### config.mk
export PLATFORM = sky130hd
export DESIGN_NAME = axis_upsizer
export DESIGN_NICKNAME = d
export VERILOG_FILES = /design/src/rtl/axis_pkg.sv /design/src/rtl/axis_upsizer.sv
export SDC_FILE = /design/constraint.sdc
export NUM_CORES = 1
export LEC_CHECK = 0
export BUFFER_PORTS_ARGS = -buffer_cell sky130_fd_sc_hd__buf_2
export CORE_MARGIN = 1
export CORE_UTILIZATION = 40
export CTS_BUF_LIST = sky130_fd_sc_hd__clkbuf_8
export DETAILED_ROUTE_END_ITERATION = 16
export PLACE_DENSITY = 0.62
export SYNTH_ARGS = -nofsm -noshare
export SYNTH_HDL_FRONTEND = slang
export SYNTH_SLANG_ARGS = --single-unit
### constraint.sdc
create_clock -name clk -period 2 [get_ports clk]
set_input_delay 0.2 -clock clk [delete_from_list [all_inputs] [get_ports clk]]
set_output_delay 0.2 -clock clk [all_outputs]
set_load 0.1 [all_outputs]
### src/rtl/axis_pkg.sv
// Shared AXI-Stream helpers: default word width and the slot-count to keep-mask helper.
package axis_pkg;

  localparam int unsigned AXIS_WORD_W    = 8;
  localparam int unsigned AXIS_MAX_RATIO = 16;

  // Bit i set for every slot i < nslots; callers size-cast down to their own RATIO.
  function automatic logic [AXIS_MAX_RATIO-1:0] keep_mask(input int unsigned nslots);
    logic [AXIS_MAX_RATIO-1:0] mask;
    mask = '0;
    for (int unsigned i = 0; i < AXIS_MAX_RATIO; i++) begin
      if (i < nslots) mask[i] = 1'b1;
    end
    return mask;
  endfunction

endpackage

### src/rtl/axis_upsizer.sv
// AXI-Stream width upsizer: packs RATIO input beats (first beat in the LSB slot) into one output beat.
// Optional TLAST/TKEEP support is enabled by defining AXIS_UPSIZER_LAST_EN.
module axis_upsizer
  import axis_pkg::*;
#(
  parameter int unsigned WORD_W  = AXIS_WORD_W,
  parameter int unsigned S_WORDS = 1,
  parameter int unsigned RATIO   = 4
) (
  input  logic                            clk,
  input  logic                            rstn,
  input  logic                            s_valid,
  output logic                            s_ready,
  input  logic [S_WORDS*WORD_W-1:0]       s_data,
  output logic                            m_valid,
  input  logic                            m_ready,
  output logic [RATIO*S_WORDS*WORD_W-1:0] m_data
`ifdef AXIS_UPSIZER_LAST_EN
  ,
  input  logic                            s_last,
  output logic                            m_last,
  output logic [RATIO-1:0]                m_keep
`endif
);

  localparam int unsigned S_W   = S_WORDS * WORD_W;
  localparam int unsigned CNT_W = $clog2(RATIO);
  localparam logic [CNT_W-1:0] CNT_LAST = CNT_W'(RATIO - 1);

  logic [CNT_W-1:0]          cnt_q, cnt_d;
  logic [RATIO-1:0][S_W-1:0] acc_q, acc_d;
  logic [RATIO-1:0][S_W-1:0] m_data_q, m_data_d;
  logic [RATIO-1:0][S_W-1:0] pack;
  logic                      m_valid_q, m_valid_d;
  logic                      accept;
  logic                      last_beat;
  logic                      load;
`ifdef AXIS_UPSIZER_LAST_EN
  logic                      m_last_q, m_last_d;
  logic [RATIO-1:0]          m_keep_q, m_keep_d;
`endif

  always_comb begin
`ifdef AXIS_UPSIZER_LAST_EN
    // Any slot may complete a beat, so the output register must be free before accepting.
    s_ready   = ~m_valid_q | m_ready;
    last_beat = s_last;
`else
    s_ready   = (cnt_q != CNT_LAST) | ~m_valid_q | m_ready;
    last_beat = 1'b0;
`endif
    accept = s_valid & s_ready;
    load   = accept & ((cnt_q == CNT_LAST) | last_beat);

    // Slots below cnt come from acc, slot cnt is the incoming beat, anything above stays zero.
    pack = '0;
    for (int unsigned i = 0; i < RATIO; i++) begin
      if (i < 32'(cnt_q)) begin
        pack[i] = acc_q[i];
      end else if (i == 32'(cnt_q)) begin
        pack[i] = s_data;
      end
    end

    acc_d = acc_q;
    if (accept) acc_d[cnt_q] = s_data;

    cnt_d = cnt_q;
    if (load) begin
      cnt_d = '0;
    end else if (accept) begin
      cnt_d = cnt_q + CNT_W'(1);
    end

    m_valid_d = m_valid_q;
    m_data_d  = m_data_q;
    if (load) begin
      m_valid_d = 1'b1;
      m_data_d  = pack;
    end else if (m_ready) begin
      m_valid_d = 1'b0;
    end

`ifdef AXIS_UPSIZER_LAST_EN
    m_last_d = m_last_q;
    m_keep_d = m_keep_q;
    if (load) begin
      m_last_d = s_last;
      m_keep_d = RATIO'(keep_mask(32'(cnt_q) + 32'd1));
    end
`endif
  end

  always_ff @(posedge clk) begin
    if (!rstn) begin
      cnt_q     <= '0;
      acc_q     <= '0;
      m_valid_q <= 1'b0;
      m_data_q  <= '0;
`ifdef AXIS_UPSIZER_LAST_EN
      m_last_q  <= 1'b0;
      m_keep_q  <= '0;
`endif
    end else begin
      cnt_q     <= cnt_d;
      acc_q     <= acc_d;
      m_valid_q <= m_valid_d;
      m_data_q  <= m_data_d;
`ifdef AXIS_UPSIZER_LAST_EN
      m_last_q  <= m_last_d;
      m_keep_q  <= m_keep_d;
`endif
    end
  end

  assign m_valid = m_valid_q;
  assign m_data  = m_data_q;
`ifdef AXIS_UPSIZER_LAST_EN
  assign m_last  = m_last_q;
  assign m_keep  = m_keep_q;
`endif

endmodule

* Word level (Yosys, flattened, before mapping)
Cells that the tools add are included.
Widths: inputs -> output; s select.
** Cells by class
- Add/subtract/negate cells :: 1
- Multiply operators :: 0
- Div/mod/pow operators :: 0
- Order comparisons :: 5
- Equality and inequality tests :: 5
- Shifts and indexed selects :: 0
- Muxes and demuxes :: 12
- Bitwise gates (word level) :: 6
- Reduce and logical (&&, ||, !) cells :: 4
** Operator list (number)
- $mux 8 :: 8
- $bwmux 32 :: 1
- $demux 8 s2 :: 1
- $eq 2x2->1 const A :: 2
- $lt 1x2->1 const A :: 2
- $lt 2x3->1 const B :: 1
- $add 2x1->2 const B :: 1
- $and 1x1->1 :: 2
- $eq 1x2->1 const A :: 1
- $eq 2x2->1 const B :: 1
- $ge 2x1->1 const B :: 1
- $logic_not 2->1 :: 1
- $lt 2x2->1 const A :: 1
- $mux 1 :: 2
- $ne 2x2->1 const B :: 1
- $not 1->1 :: 2
- $or 1x1->1 :: 2
- $reduce_bool 2->1 :: 1
- $reduce_or 2->1 :: 1
- $logic_and 1x1->1 :: 1
** Storage, ports and cells
- Register bits after elaboration :: 67
- Latch bits :: 0
- Bits in writable memories :: 0
- ROM bits :: 0
- Input port bits :: 12
- Output and inout bits :: 34
- Word-level logic and storage cells :: 43
- Memories :: 0

* Depth between registers and ports, before layout
Gate-level depths: netlist of run 1.
- Word-level depth :: 6
- Gate-level depth with buffers :: 7
- Mapped depth without buffers :: 4

* Least setup slack after synthesis of run 1
Ideal clock, no wire load.
- Kind :: reg2reg
- Start :: reg m_valid_q, in the netlist m_valid
- End :: reg acc_q[0] (netlist bit)
- Library setup time :: 120 ps
- Data arrival time :: 2768 ps
- Data required time :: 1880 ps
- Path slack :: -888 ps
- Stages on the path, launching flop included :: 5
- Cell sequence :: dfxtp_1 -> nand3b_1 -> and3_1 -> buf_6 -> mux2i_1
** Between the ends
- Word-level cells in the longest chain between the ends :: 4
** RTL lines
- start: declaration :: RTL line axis_upsizer.sv:34 : logic m_valid_q, m_valid_d;
- start signal: assignment :: RTL line axis_upsizer.sv:107 : m_valid_q <= m_valid_d;
- $not 1->1 :: RTL line axis_upsizer.sv:49 : s_ready = (cnt_q != CNT_LAST) | ~m_valid_q | m_ready;
- $or 1x1->1 (2 in a row) :: RTL line axis_upsizer.sv:49
- net s_ready :: RTL line axis_upsizer.sv:13 : output logic s_ready,
- $and 1x1->1 :: RTL line axis_upsizer.sv:52 : accept = s_valid & s_ready;
- end signal: assignment :: RTL line axis_upsizer.sv:97 : acc_q <= '0;
- end signal: assignment :: RTL line axis_upsizer.sv:106 : acc_q <= acc_d;
- end: declaration :: RTL line axis_upsizer.sv:31 : logic [RATIO-1:0][S_W-1:0] acc_q, acc_d;
The timed path passes the listed nets, and every way through them passes these cells.
A chain may end at the register's enable or synchronous reset.

* Worst setup path after layout of run 1
- Start :: reg cnt_q[1]
- End :: out s_ready
** Between the ends
- Word-level cells in the longest chain between the ends :: 3
** RTL lines
- start: declaration :: RTL line axis_upsizer.sv:30 : logic [CNT_W-1:0] cnt_q, cnt_d;
- start signal: assignment :: RTL line axis_upsizer.sv:105 : cnt_q <= cnt_d;
- $ne 2x2->1 :: RTL line axis_upsizer.sv:49
- $or 1x1->1 (2 in a row) :: RTL line axis_upsizer.sv:49
- end: declaration :: RTL line axis_upsizer.sv:13
Every way passes these cells.

==> impl_metrics.csv, run 1 <==
group,metric,value,unit
floorplan,core,6390,um^2
worst_hold_path,hold_class,"in -> reg",
critical_path,crit_path_top_delay_cell,"clkbuf_4",
critical_path,worst_setup_path_end_kind,"primary output",
synthesis,yosysSeqAreaShare,0.442,
clocking,clockBufferDepth,2,
pwr,p_leak,1.19,nW
critical_path,cp_slowest_stage_delay,0.34,ns
critical_path,start_kind,"flop",
global_route,antenna_found_initial,0,
pwr,vdd.ir_drop.worst,0.348,mV
placed_design,dpl-instance-area,2910,um^2
floorplan,die_area,7020,um^2
timing,finalSetupViolCount,0,
final_layout,final_nets,334,
routing,dr.pass1.iters,4,
clocking,holdBufCountCts,0,
routing,num_vias,2158,
clocking,clock_latency,0.34,ns
timing,rsz0062_at_grt,"false",
timing,drv_slew,0,
timing,fin_crit_sh,0.914,
status,run_status,"finished clean",
placed_design,gp_congestion,0.787,
pwr,p_total,2.46,mW
synthesis,ys_types,28,
global_route,first_global_vias,2027,
synthesis,synth_fp_nets,293,
final_layout,layout_common_cells,"57 x dfxtp_1, 50 x nand2_1, 44 x buf_2",
final_layout,num_antenna_cells,0,
floorplan,rows,29,
floorplan,io_pins,46,
global_route,grt-ovfl-total,0,
final_layout,fill_cells,628,
global_route,grtUsageTotal,0.197,
final_layout,area_delta_synth_final,14.7,%
routing,drtIter0Drc,134,
clocking,cts_max_level,3,
global_route,grt_max_degree,34,
critical_path,criticalPathCategory,"reg -> out",
placed_design,port_buffers,45,
critical_path,crit_chain,"buf_4 -> ha_2 -> nand3b_1 -> clkbuf_4",
pwr,power_density,801,nW/um^2
global_route,grt_pass1_wl,10.5,mm
synthesis,synth-seq-cells,59,
routing,drc,0,
final_layout,fin_area,3070,um^2
timing,tns,0,ns
floorplan,die_h,83.8,um
clocking,cts_sinks,59,
timing,fin_skew,0.00841,ns
clocking,cts_tree,"built",
timing,hold_viol,0,
final_layout,final_common_cell,"dfxtp_1",
synthesis,avgSynthCellArea,9.69,um^2
clocking,numCtsBuffers,9,
timing,fmax,0.547,GHz
timing,relSlewSlack,0.669,
timing,period_needed,1.83,ns
synthesis,ys_warn_count,0,
critical_path,cp_max_fo,12,
synthesis,netlist_instances,276,
critical_path,worstPathArrival,1.63,ns
timing,tightest_slew,0.497,ns
critical_path,cp.required,1.80,ns
routing,wirelength,6.42,mm
routing,viasPerCell,5.42,
floorplan,chipWidth,83.8,um
routing,wire_per_inst,16.1,um
routing,ant_nets,0,
flow_run,cap_violations,0,
clocking,cts_root_buf,"clkbuf_8",
floorplan,start_util,0.419,
synthesis,syn_area,2680,um^2
final_layout,layout-drive-gt1-share,0.283,
clocking,clk_pin_slew,0.06,ns
placed_design,dp_hpwl,4.46,mm
[Yosys cell counts]
cell,n,area [um^2]
dfxtp_1,59,1180
nand2_1,50,188
mux2i_1,32,320
a21oi_1,31,155
nand3_1,16,80.1
a311oi_2,12,180
nand3b_1,9,67.6
clkbuf_1,8,30.0
o21ai_0,8,40.0
buf_2,7,35.0
buf_6,7,78.8
a211oi_1,6,45.0
ha_1,5,62.6
a311oi_1,4,35.0
and3_1,3,18.8
buf_4,3,22.5
a211oi_2,2,25.0
a21oi_2,2,17.5
a31o_2,2,17.5
clkinv_1,2,7.51
and2_1,1,6.26
and4b_1,1,10.0
buf_8,1,15.0
inv_1,1,3.75
nand2b_1,1,6.26
nor2_4,1,11.3
nor2b_1,1,6.26
nor4b_1,1,8.76
[critical path, delay by kind of cell, from the launching register on]
kind	cells	cell delay, ns
buffers and inverters	2	0.54
AND/OR/NAND/NOR	1	0.19
flip-flops	1	0.33
adder cells (fa/ha/maj)	1	0.25
[layer usage]
layer | routed length [um] | vias to the layer above | global-route usage | part of all wire
met5 | 0 | - | 0 | 0
met4 | 131 | 0 | 0.105 | 0.020
met3 | 297 | 12 | 0.0495 | 0.046
met2 | 2990 | 65 | 0.308 | 0.47
met1 | 3010 | 1010 | 0.250 | 0.47
li1 | - | 1071 | - | -
[worst paths after layout]
kind              startpoint    endpoint  slack [ns]  depth (start not counted)
hold reg to reg    acc_q[13]   acc_q[13]        0.46                          2
setup reg to reg    cnt_q[1]    acc_q[9]        0.20                          5
hold / removal     s_data[7]  m_data[31]        0.19                          3
setup / recovery    cnt_q[1]     s_ready        0.17                          4
[what timing repair did]
action                                  in CTS  in global routing
setup buffers                                0                  0
gates resized for setup                      0                  1
endpoints found under the setup margin       0                  1
[power by group]
| group | leakage (nW) | internal [mW] | switching, mW | total (mW) |
|---|---|---|---|---|
| clock | 0.0943 | 0.460 | 0.447 | 0.908 |
| sequential | 0.479 | 1.21 | 0.0206 | 1.23 |
| combinational | 0.621 | 0.0981 | 0.219 | 0.317 |
| total | 1.19 | 1.77 | 0.687 | 2.46 |
[logic make-up after synthesis]
group	after synthesis	synth area share
AOI/OAI and AO/OA	67	0.193
and+or+nand+nor	84	0.151
buffers and inverters	29	0.0720
DFF	59	0.442
adders and majority gates	5	0.0234
muxes	32	0.120
[area by class of cell]
type / instances / area (um^2) / area share
tap: 77 / 96.3 / 0.0314
sequential: 59 / 1190 / 0.387
timing repair buffer: 56 / 310 / 0.101
inverter: 3 / 11.3 / 0.00367
clock inverter: 5 / 22.5 / 0.00734
clock buffer: 10 / 138 / 0.0449
multi-input combinational: 188 / 1300 / 0.425
[stage by stage]
step                worst slack [ns]   util  instances  hold WS, ns
floorplan                     -0.268      -        276        0.348
global placement               0.283  0.455        383        0.443
finish                         0.172  0.480        398        0.186
CTS                            0.101  0.480        398        0.180
global route                  0.0206  0.480        398        0.190
detailed placement             0.249  0.455        383        0.449
[state kept, by name (all words and copies together) (netlist names)]
| name | flops |
|---|---|
| m_valid | 1 |
| acc_q | 24 |
| m_data | 32 |
| cnt_q | 2 |
No activity file was read; power rests on OpenSTA's default activity.
==> run 2: changes to the inputs <==
ABC_AREA = 1   (was default)
==> impl_metrics.csv, run 2 <==
group,metric,value,unit
floorplan,rows,31,
synthesis,synth_top_cell_by_area,"dfxtp_1",
clocking,clockBufferDepth,2,
critical_path,criticalPathCategory,"reg -> out",
timing,drv_slew,0,
synthesis,yosysSeqAreaShare,0.398,
synthesis,syn_area,2970,um^2
synthesis,netlist_instances,458,
critical_path,crit_path_top_delay_cell,"dfxtp_1",
synthesis,avgSynthCellArea,6.48,um^2
floorplan,die_h,88.2,um
critical_path,worst_setup_path_end_kind,"primary output",
global_route,grtUsageTotal,0.188,
timing,rsz0062_at_grt,"false",
critical_path,worstPathArrival,1.57,ns
synthesis,synthTopCellsByArea,"dfxtp_1 40%, nand2_1 15%, inv_1 11%, nor2_1 9.1%, nand4_1 6.7%",
critical_path,crit_chain,"ha_1 -> nand3_4 -> buf_4",
timing,tns,0,ns
floorplan,core,7210,um^2
routing,highest_layer,"met4",
timing,relSlewSlack,0.613,
floorplan,io_pins,46,
routing,dr.pass1.iters,10,
routing,wirelength,6.89,mm
timing,fin_crit_sh,0.887,
pwr,p_leak,1.87,nW
critical_path,cp_max_fo,21,
critical_path,cp.required,1.80,ns
timing,fmax,0.563,GHz
placed_design,post-place-ws,0.335,ns
synthesis,ys_top_cells_by_count,"118 x nand2_1, 84 x inv_1, 72 x nor2_1, 59 x dfxtp_1, 32 x nand4_1",
final_layout,final_nets,514,
synthesis,async_reset_ff_frac,0,
clocking,holdBufCountCts,0,
timing,hold_viol,0,
routing,viasPerCell,4.60,
critical_path,reg2reg_depth,6,
synthesis,ys_warn_count,0,
final_layout,layout_common_cells,"118 x nand2_1, 85 x inv_1, 72 x nor2_1",
routing,drtIter0Drc,161,
placed_design,dp_hpwl,4.51,mm
synthesis,ys_types,19,
pwr,power_density,838,nW/um^2
routing,ant_nets,0,
timing,finalWorstSetupSlack,0.225,ns
timing,tightest_slew,0.581,ns
synthesis,synth-seq-cells,59,
global_route,antenna_found_initial,0,
synthesis,yosysMostFrequentCell,"nand2_1",
flow_run,cap_violations,0,
floorplan,die_area,7770,um^2
synthesis,synthFlopType,"dfxtp_1",
placed_design,port_buffers,45,
pwr,vdd.ir_drop.worst,0.279,mV
synthesis,synth_fp_nets,475,
clocking,cts_max_level,3,
timing,fin_skew,0.00462,ns
final_layout,largest_reg_flops,32,
routing,wl_met1,3.33,mm
final_layout,final_common_cell,"nand2_1",
clocking,clock_latency,0.34,ns
worst_hold_path,hold_class,"in -> reg",
global_route,grt-ovfl-total,0,
clocking,clk_pin_slew,0.06,ns
placed_design,gp_congestion,0.825,
floorplan,chipWidth,88.2,um
floorplan,start_util,0.412,
timing,period_needed,1.77,ns
final_layout,area_delta_synth_final,17.5,%
clocking,numCtsBuffers,9,
synthesis,synth-edff-count,0,
clocking,cts_root_buf,"clkbuf_8",
routing,drc,2,
timing,finalSetupViolCount,0,
worst_hold_path,min_path_cells,3,
routing,wire_per_inst,11.5,um
synthesis,synth.top_cell.area_share,0.398,
critical_path,start_kind,"flop",
final_layout,num_antenna_cells,0,
routing,num_vias,2767,
clocking,cts_sinks,59,
routing,met3WireLength,296,um
global_route,grt_pass1_wl,11.1,mm
status,violations,"design-rule violations",
final_layout,layout-drive-gt1-share,0.149,
global_route,grt_max_degree,59,
status,run_status,"finished with violations",
critical_path,reg2reg_setup_slack,0.45,ns
critical_path,cp_slowest_stage_delay,0.43,ns
clocking,cts_tree,"built",
routing,wl_met2,3.10,mm
global_route,first_global_vias,2392,
## run 2: cells by family after synthesis
logic type,count (synthesis),share of synthesized area
AO/OA/AOI/OAI,34,0.0641
adder cells (fa/ha/maj),5,0.0211
flip-flops,59,0.398
AND/OR/NAND/NOR,246,0.352
buffers and inverters,114,0.165
## run 2: timing repair
item,4_1_cts,5_1_grt
setup buffers,0,0
setup endpoints to repair,0,1
endpoints found under the hold margin,0,0
gates resized for setup,0,3
## run 2: path summary, 6_finish.rpt
path              startpoint         end
hold reg to reg   m_data[26]  m_data[26]
setup / recovery    cnt_q[1]     s_ready
hold / removal     s_data[7]  m_data[31]
setup reg to reg    cnt_q[1]  m_data[25]
## run 2: final cells by class
type | count | area [um^2]
clock inverter | 6 | 104
clock buffer | 10 | 138
timing repair buffer | 57 | 318
multi-input combinational | 285 | 1310
tap | 99 | 124
inverter | 85 | 319
fill | 768 | 3730
sequential | 59 | 1180
## run 2: critical path: cells and delay by family, from the launching register on
| kind | cells | cell delay [ns] |
|---|---|---|
| adder cells (fa/ha/maj) | 1 | 0.26 |
| flip-flops | 1 | 0.43 |
| AND/OR/NAND/NOR | 1 | 0.22 |
| buffers and inverters | 1 | 0.32 |
## run 2: power breakdown
group | switching, mW | total [mW] | internal (mW)
clock | 0.479 | 1.33 | 0.853
combinational | 0.257 | 0.360 | 0.103
sequential | 0.0146 | 1.23 | 1.22
total | 0.750 | 2.92 | 2.17
## run 2: per-layer routing
metal | track usage | vias up
met5 | 0 | -
met4 | 0.111 | 0
met3 | 0.0415 | 12
met2 | 0.290 | 58
met1 | 0.241 | 1228
li1 | - | 1469
## run 2: metrics by stage
step / area [um^2] / power, mW / utilization / cells / hold WS [ns]
global placement: 3240 / 1.61 / 0.449 / 585 / 0.459
finish: 3490 / 2.92 / 0.484 / 601 / 0.208
global route: 3490 / 3.06 / 0.484 / 601 / 0.239
CTS: 3480 / 2.95 / 0.482 / 601 / 0.193
detailed placement: 3240 / 1.61 / 0.449 / 585 / 0.467
floorplan: 2970 / 1.52 / - / 458 / 0.377
==> run 3: changes to the inputs <==
REMOVE_ABC_BUFFERS = 1   (was default)
clock period = 2.2 ns   (was 2 ns; I/O delays follow)
==> impl_metrics.csv, run 3 (synthesis results as in run 2) <==
group,metric,value,unit
status,run_status,"finished clean",
clocking,numCtsBuffers,9,
critical_path,cp.required,1.98,ns
routing,drtIter0Drc,133,
clocking,cts_resized,0,
global_route,top_usage_layer,"met2",
clocking,clk_pin_slew,0.07,ns
timing,fin_skew,0.00548,ns
routing,wire_per_inst,11.0,um
global_route,grt_pass1_wl,11.0,mm
timing,fmax,0.493,GHz
final_layout,num_antenna_cells,0,
final_layout,layout-drive-gt1-share,0.144,
critical_path,reg2reg_setup_slack,0.34,ns
critical_path,endpoint,"s_ready",
timing,relSlewSlack,0.598,
floorplan,chipWidth,88.2,um
critical_path,cp_max_fo,23,
critical_path,crit_start,"cnt_q[0]",
routing,dr.pass1.iters,6,
routing,wirelength,6.59,mm
placed_design,dp_hpwl,4.51,mm
pwr,power_density,671,nW/um^2
global_route,grt-ovfl-total,0,
global_route,grtUsageTotal,0.188,
placed_design,dp_cells,584,
clocking,clockBufferDepth,2,
timing,drv_slew,0,
final_layout,area_delta_synth_final,14.2,%
global_route,grt.met3_usage,0.0509,
timing,fin_crit_sh,0.922,
critical_path,reg2reg_depth,7,
final_layout,fin_area,3390,um^2
final_layout,layout_common_cells,"118 x nand2_1, 86 x inv_1, 72 x nor2_1",
clocking,cts_tree,"built",
routing,viasPerCell,4.58,
worst_hold_path,hold_class,"in -> reg",
routing,num_vias,2746,
final_layout,final_nets,513,
critical_path,r2r-start,"cnt_q[1]",
global_route,globalRouteMet1Util,0.241,
timing,hold_viol,0,
placed_design,gp_congestion,0.804,
floorplan,die_h,88.2,um
floorplan,io_pins,46,
global_route,antenna_found_initial,0,
clocking,holdBufCountCts,0,
global_route,first_global_vias,2354,
final_layout,largest_reg_flops,32,
global_route,grt_max_degree,40,
timing,period_needed,2.03,ns
clocking,clock_latency,0.34,ns
critical_path,criticalPathCategory,"reg -> out",
timing,finalWorstSetupSlack,0.172,ns
flow_run,cap_violations,0,
routing,ant_nets,0,
timing,finalSetupViolCount,0,
clocking,cts_max_level,3,
placed_design,post-place-ws,0.384,ns
critical_path,worstPathArrival,1.81,ns
worst_hold_path,min_path_cells,3,
critical_path,worst_setup_path_end_kind,"primary output",
floorplan,rows,31,
routing,drc,0,
placed_design,port_buffers,45,
placed_design,dpl-instance-area,3230,um^2
clocking,cts_sinks,59,
final_layout,finalNonFillerCells,599,
critical_path,start_kind,"flop",
clocking,cts_root_buf,"clkbuf_8",
global_route,use_met2,0.299,
timing,tightest_slew,0.603,ns
floorplan,core,7210,um^2
pwr,p_leak,1.83,nW
clocking,post_cts_buffers,0,
floorplan,start_util,0.412,
timing,rsz0062_at_grt,"false",
timing,holdWs,0.226,ns
final_layout,final_common_cell,"nand2_1",
pwr,vdd.ir_drop.worst,0.282,mV
floorplan,die_area,7770,um^2
pwr,p_total,2.27,mW
critical_path,timing.rr.end,"acc_q[15]",
[run 3: cell count changes in the layout (fill, tap and decap cells not counted), sizes merged]
cell / delta
clkinv: +1
inv: +1
bufinv: -3
buf: -1
[run 3: how the worst min path moves through the flow]
stage / start / slack [ns] / end
finish: s_data[4] / 0.23 / m_data[28]
floorplan: rstn / 0.32 / m_valid
CTS: s_data[4] / 0.21 / m_data[28]
detailed placement: m_data[30] / 0.46 / m_data[30]
global placement: m_data[30] / 0.46 / m_data[30]
global route: s_data[1] / 0.23 / m_data[25]
[run 3: cell type report]
class	instances	area, um^2
clock inverter	5	22.5
inverter	85	319
timing repair buffer	56	308
multi-input combinational	285	1300
fill	796	3820
sequential	59	1180
clock buffer	10	138
tap	99	124
[run 3: per-stage QoR]
| step | setup TNS [ns] | utilization |
|---|---|---|
| global placement | 0 | 0.448 |
| CTS | 0 | 0.470 |
| detailed placement | 0 | 0.448 |
| floorplan | -14.87 | - |
| global route | 0 | 0.470 |
| finish | 0 | 0.470 |
[run 3: report_power, final]
| part | internal (mW) | switching, mW | total, mW |
|---|---|---|---|
| Clock | 0.418 | 0.420 | 0.838 |
| Sequential | 1.11 | 0.0130 | 1.12 |
| Combinational | 0.0906 | 0.227 | 0.318 |
[run 3: routing by layer]
layer / wire length, um / vias up
met5: 0 / -
met4: 115 / 0
met1: 3210 / 1195
met2: 2930 / 72
li1: - / 1468
met3: 337 / 11
[run 3: critical path, cell delays in order (launching register included)]
cell     delay, ns
dfxtp_1       0.42
ha_1          0.21
nand3_2       0.37
buf_2         0.45
